==> src/rtl/uart_tx_arb4.sv <==
// uart_tx_arb4: 4-way round-robin arbiter in front of one UART transmitter.
// Launches the winner's byte, waits for tx_done or a timeout, then acks.
module uart_tx_arb4 #(
  parameter int TIMEOUT_CLKS = 4096
) (
  input  logic        clk,
  input  logic        rst_n,
  input  logic [3:0]  req,
  input  logic [31:0] req_data,
  output logic [3:0]  grant,
  output logic [3:0]  ack,
  output logic        ack_err,
  output logic        tx_start,
  output logic [7:0]  tx_data,
  input  logic        tx_done,
  output logic        busy,
  output logic [7:0]  timeout_cnt
);

  localparam int CW = $clog2(TIMEOUT_CLKS) + 1;
  localparam logic [CW-1:0] CNT_MAX = CW'(TIMEOUT_CLKS - 1);

  typedef enum logic [1:0] {
    IDLE,
    LAUNCH,
    WAIT,
    DONE
  } state_t;

  state_t        state;
  state_t        state_nx;
  logic [1:0]    rr_ptr;
  logic [1:0]    win;
  logic [1:0]    gsel;
  logic [CW-1:0] wait_cnt;
  logic          arb;
  logic          to_err;

  // Lowest offset from rr_ptr wins: scan high to low, last hit sticks.
  always_comb begin
    win = rr_ptr;
    for (int i = 3; i >= 0; i--) begin
      if (req[rr_ptr + 2'(i)]) win = rr_ptr + 2'(i);
    end
  end

  always_comb begin
    state_nx = state;
    arb      = 1'b0;
    to_err   = 1'b0;
    unique case (state)
      IDLE: begin
        if (|req) begin
          state_nx = LAUNCH;
          arb      = 1'b1;
        end
      end
      LAUNCH: state_nx = WAIT;
      WAIT: begin
        if (tx_done) begin
          state_nx = DONE;
        end else if (wait_cnt == CNT_MAX) begin
          state_nx = DONE;
          to_err   = 1'b1;
        end
      end
      DONE: state_nx = IDLE;
    endcase
  end

  always_ff @(posedge clk or negedge rst_n) begin
    if (!rst_n) state <= IDLE;
    else        state <= state_nx;
  end

  always_ff @(posedge clk or negedge rst_n) begin
    if (!rst_n) begin
      rr_ptr      <= '0;
      gsel        <= '0;
      wait_cnt    <= '0;
      grant       <= '0;
      ack         <= '0;
      ack_err     <= 1'b0;
      tx_start    <= 1'b0;
      tx_data     <= '0;
      busy        <= 1'b0;
      timeout_cnt <= '0;
    end else begin
      tx_start <= arb;
      busy     <= (state_nx != IDLE);
      ack      <= '0;
      ack_err  <= 1'b0;
      if (arb) begin
        gsel     <= win;
        grant    <= 4'b0001 << win;
        tx_data  <= req_data[{win, 3'b000} +: 8];
        wait_cnt <= '0;
      end
      if (state == WAIT) begin
        wait_cnt <= wait_cnt + CW'(1);
        if (state_nx == DONE) begin
          ack     <= grant;
          ack_err <= to_err;
        end
      end
      if (state == DONE) begin
        grant  <= '0;
        rr_ptr <= gsel + 2'd1;
      end
      if (to_err && timeout_cnt != 8'hFF) begin
        timeout_cnt <= timeout_cnt + 8'd1;
      end
    end
  end

endmodule

==> config.mk <==
export PLATFORM = sky130hd
export DESIGN_NAME = uart_tx_arb4
export DESIGN_NICKNAME = d
export VERILOG_FILES = /design/src/rtl/uart_tx_arb4.sv
export SDC_FILE = /design/constraint.sdc
export NUM_CORES = 1
export LEC_CHECK = 0
export CORE_MARGIN = 3
export CORE_UTILIZATION = 50
export DETAILED_ROUTE_END_ITERATION = 6
export PLACE_DENSITY = 0.88
export SYNTH_ARGS = -nofsm -noshare
export SYNTH_HDL_FRONTEND = slang
export SYNTH_SLANG_ARGS = --single-unit
export TNS_END_PERCENT = 1
==> constraint.sdc <==
create_clock -name clk -period 3.8 [get_ports clk]
set_clock_uncertainty 0.2 [all_clocks]
set_input_delay 0.76 -clock clk [delete_from_list [all_inputs] [get_ports clk]]
set_output_delay 0.76 -clock clk [all_outputs]
set_load 0.02 [all_outputs]
==> impl_results.rst <==
.. list-table::
   :header-rows: 1

   * - Metric
     - Value
   * - Run status
     - complete, no violations
   * - Clock latency at the later pin of the worst-skew pair
     - 0.29 ns
   * - I/O Pins
     - between 60 and 70
   * - Total count of hold-check failures in the final report
     - 0
   * - Unrepaired setup endpoints after global routing
     - no
   * - Count of buffers inserted at the top-level ports
     - 65
   * - Core area
     - slightly below 5000 um^2
   * - Biggest area consumer among synthesized cells
     - dfrtp_1
   * - Post-Layout Inst Area
     - around 3300 um^2
   * - CTS H-Tree Depth
     - 2
   * - Top fanout value on the critical path
     - 19
   * - Final clock period utilization by the worst path
     - between 70% and 80%
   * - Minimum setup slack in the final design
     - 0.7658 ns
   * - End of the worst hold path
     - gsel[1]
   * - Die X
     - just under 80 um
   * - Maximum buffer depth of the clock tree
     - 2
   * - Reg2Reg Depth
     - 7
   * - Avg Vias per Cell
     - approximately 6
   * - Wirelength per Cell
     - 15.46 um
   * - Net switching power figure
     - roughly 0.80 mW
   * - Sink Count
     - 46
   * - Cell area after synthesis
     - 2535 um^2
   * - Final estimated routing congestion in global placement
     - about 0.9
   * - Most used standard cell by instance count after synthesis
     - dfrtp_1
   * - WP data required
     - between 3 and 4 ns
   * - Min-Delay Path Class
     - reg -> reg
   * - Height of the die
     - between 70 and 80 um
   * - Worst supply voltage drop on vdd
     - about 340 uV
   * - Effective utilization at floorplan
     - 52.62%
   * - Count of nets left with antenna violations after detail routing
     - 0
   * - Filler cells
     - ~380
   * - Transition time at the pin with the least slew margin
     - around 1.1 ns
   * - Count of final max-slew check failures
     - 0
   * - Cts hold-fix bufs
     - 0
   * - Vias post-DR
     - between 2000 and 2500
   * - Layout overhead on the synthesized area
     - 30.60%
   * - Synth area leaders
     - dfrtp_1 (45%), a21oi_1 (3.9%), nor2_1 (3.4%), o21ai_0 (3.4%), o31ai_1 (3.3%)
   * - Number of unique standard cell types used by synthesis
     - 53
   * - Endpoint arrival time on the critical path
     - roughly 3 ns
   * - Part of the total power dissipated in combinational logic
     - just under 50%
   * - Share of synthesized area occupied by flip-flops and latches
     - about 45%
   * - Non-filler instance count after layout
     - 396
   * - Number of global-route vias before repair
     - around 2400
   * - Number of iterations in the first detailed-routing pass
     - 4
   * - Overall routed net length
     - 6.123 mm
   * - Reg-to-reg critical path endpoint
     - ack[0]
   * - Clock tree root driver cell
     - clkbuf_8
   * - Number of storage elements in the synthesis netlist
     - 46
   * - Int Pwr
     - approximately 1.1 mW
   * - Final critical delay including setup and external delays
     - 3.034 ns
   * - Number of antenna repair diodes
     - 0
   * - Mapped Cells
     - roughly 270
   * - Hold path startpoint
     - gsel[1]
   * - CTS tree
     - done
   * - Resized Gates After CTS
     - 0
   * - Total cell area at the placement stage
     - 3232 um^2
   * - Share of synthesized registers carrying an async set or reset
     - 100.0%
   * - Detailed Place HPWL
     - 4.581 mm
   * - Headroom to the max-slew limit
     - between 20% and 30%
   * - CTS clock-pin slew for the worst setup and hold paths
     - around 0.080 ns
   * - Mean cell area of the mapped netlist
     - approximately 9.5 um^2
   * - Share of cells above drive strength 1
     - about a tenth
   * - Initial antenna violation count
     - 0
   * - R2r setup slk
     - around 1.4 ns
   * - Yosys warning total
     - 0
   * - Final nets
     - between 300 and 400
   * - GRT Resource Usage Total
     - 22.17%
   * - # Post-CTS Setup Buffers
     - 0
   * - Number of cells on the worst hold path
     - 2
   * - Pin count of the biggest net entering global routing
     - 47
   * - Placed Instances
     - ~400
   * - Die footprint
     - 5960 um^2
   * - Grt ovf
     - 0
   * - Startpoint class of the critical path
     - input port
   * - Reg2reg start
     - state[0]
   * - Worst setup slack before clock tree synthesis
     - just under 0.5 ns
   * - Type of destination of the critical path
     - flop
   * - # DRC
     - 0
   * - Total power divided by cell area
     - 585.6 nW/um^2
   * - Most frequent cells after synthesis
     - dfrtp_1 (46), nor2_1 (23), a21oi_1 (20), nand2_1 (20), o21ai_0 (17)
   * - Summed negative setup slack over all endpoints
     - 0 ns
   * - DR iter-0 viols
     - 138
   * - # Max-Cap Violations
     - 0
   * - Proportion of netlist area held by the largest area contributor
     - ~45%
   * - Net count of the mapped netlist
     - between 300 and 400
   * - Maximum clock frequency
     - ~330 MHz
   * - Number of enable-type register cells in the synthesized netlist
     - 0
   * - Clock Power Share
     - ~14%
   * - Global-route wire length before repair
     - about 11 mm
   * - Leakage power of the design
     - between 1 and 1.5 nW
   * - Critical setup path kind
     - in -> reg
   * - Most used flip-flop cell after synthesis
     - dfrtp_1
   * - Sequential cell fraction of total power
     - approximately 37%
   * - Total clock buffers created by CTS
     - 5
   * - Site Rows
     - 25
   * - Count of final setup violators
     - 0
   * - Sw Share
     - approximately 41%
-- how the worst max path moves through the flow --
stage / startpoint / end / slack [ns] / cells past startpoint
finish: req[2] / wait_cnt[5] / 0.77 / 7
global placement: req[2] / wait_cnt[5] / 0.56 / 7
global route: req[2] / wait_cnt[11] / 0.60 / 7
floorplan: req[3] / wait_cnt[5] / 1.44 / 7
CTS: req[2] / wait_cnt[5] / 0.79 / 7
detailed placement: req[2] / wait_cnt[5] / 0.49 / 7
-- power groups by stage --
stage / sequential (mW) / clock [mW] / combinational [mW]
after floorplan: 0.778 / 0 / 0.542
after detailed placement: 0.731 / 0 / 0.935
after CTS: 0.724 / 0.280 / 0.939
after global placement: 0.729 / 0 / 0.914
after global routing: 0.745 / 0.303 / 1.05
final: 0.725 / 0.274 / 0.940
-- stage by stage --
step	hold WS, ns	utilization (%)	power, mW
3_3_place_gp	0.2689	67.09	1.642
4_1_cts	0.3062	68.73	1.943
6_report	0.3079	68.73	1.939
3_5_place_dp	0.2925	67.09	1.665
2_1_floorplan	0.2507	-	1.320
5_1_grt	0.3487	68.73	2.095
-- metal layers --
layer | vias to the layer above | track usage [%] | part of all wire, % | wire (um)
li1 | 1112 | - | - | -
met1 | 1101 | 28.44 | 42 | 2563
met2 | 103 | 35.58 | 48 | 2934
met3 | 8 | 7.512 | 9.3 | 568
met4 | 0 | 6.406 | 0.93 | 57
met5 | - | 0 | 0 | 0
-- state kept, by name, summed over array words and instances (netlist names) --
register and flops:
ack 4, ack_err 1, busy 1, grant 4, gsel 2, rr_ptr 2
state 2, timeout_cnt 8, tx_data 8, tx_start 1, wait_cnt 13
-- critical path, stage by stage --
cell             delay (ns)
clkdlybuf4s50_1        0.58
or4_4                  0.60
nand2_2                0.31
inv_2                  0.22
nor2_1                 0.32
o21ai_0                0.15
o41ai_1                0.08
-- final cells by class --
type	instances	area (um^2)	area share [%]
multi-input combinational	197	1287	38.89
sequential	46	1151	34.77
timing repair buffer	68	668.1	20.18
tap	67	83.83	2.532
clock buffer	5	68.82	2.079
inverter	11	41.29	1.247
clock inverter	2	10.01	0.3023
-- layout by cell type, fill, tap and decap left out, types with 9 or more instances in the layout --
cell	n
nand4_1	13
a21oi_1	20
nand2_1	20
o21ai_0	17
clkdlybuf4s50_1	64
dfrtp_1	46
inv_1	9
o31ai_1	11
nor2_1	23
nand3_1	12
-- logic make-up after synthesis --
kind of cell,Yosys count,synth area share [%]
simple gates,97,21.08
buf+inv,24,3.800
compound gates,86,23.69
xor+xnor,5,1.727
flops,46,45.41
fa+ha+maj,6,2.961
mux,3,1.333
Note: power is estimated with default switching activity, not from simulation.
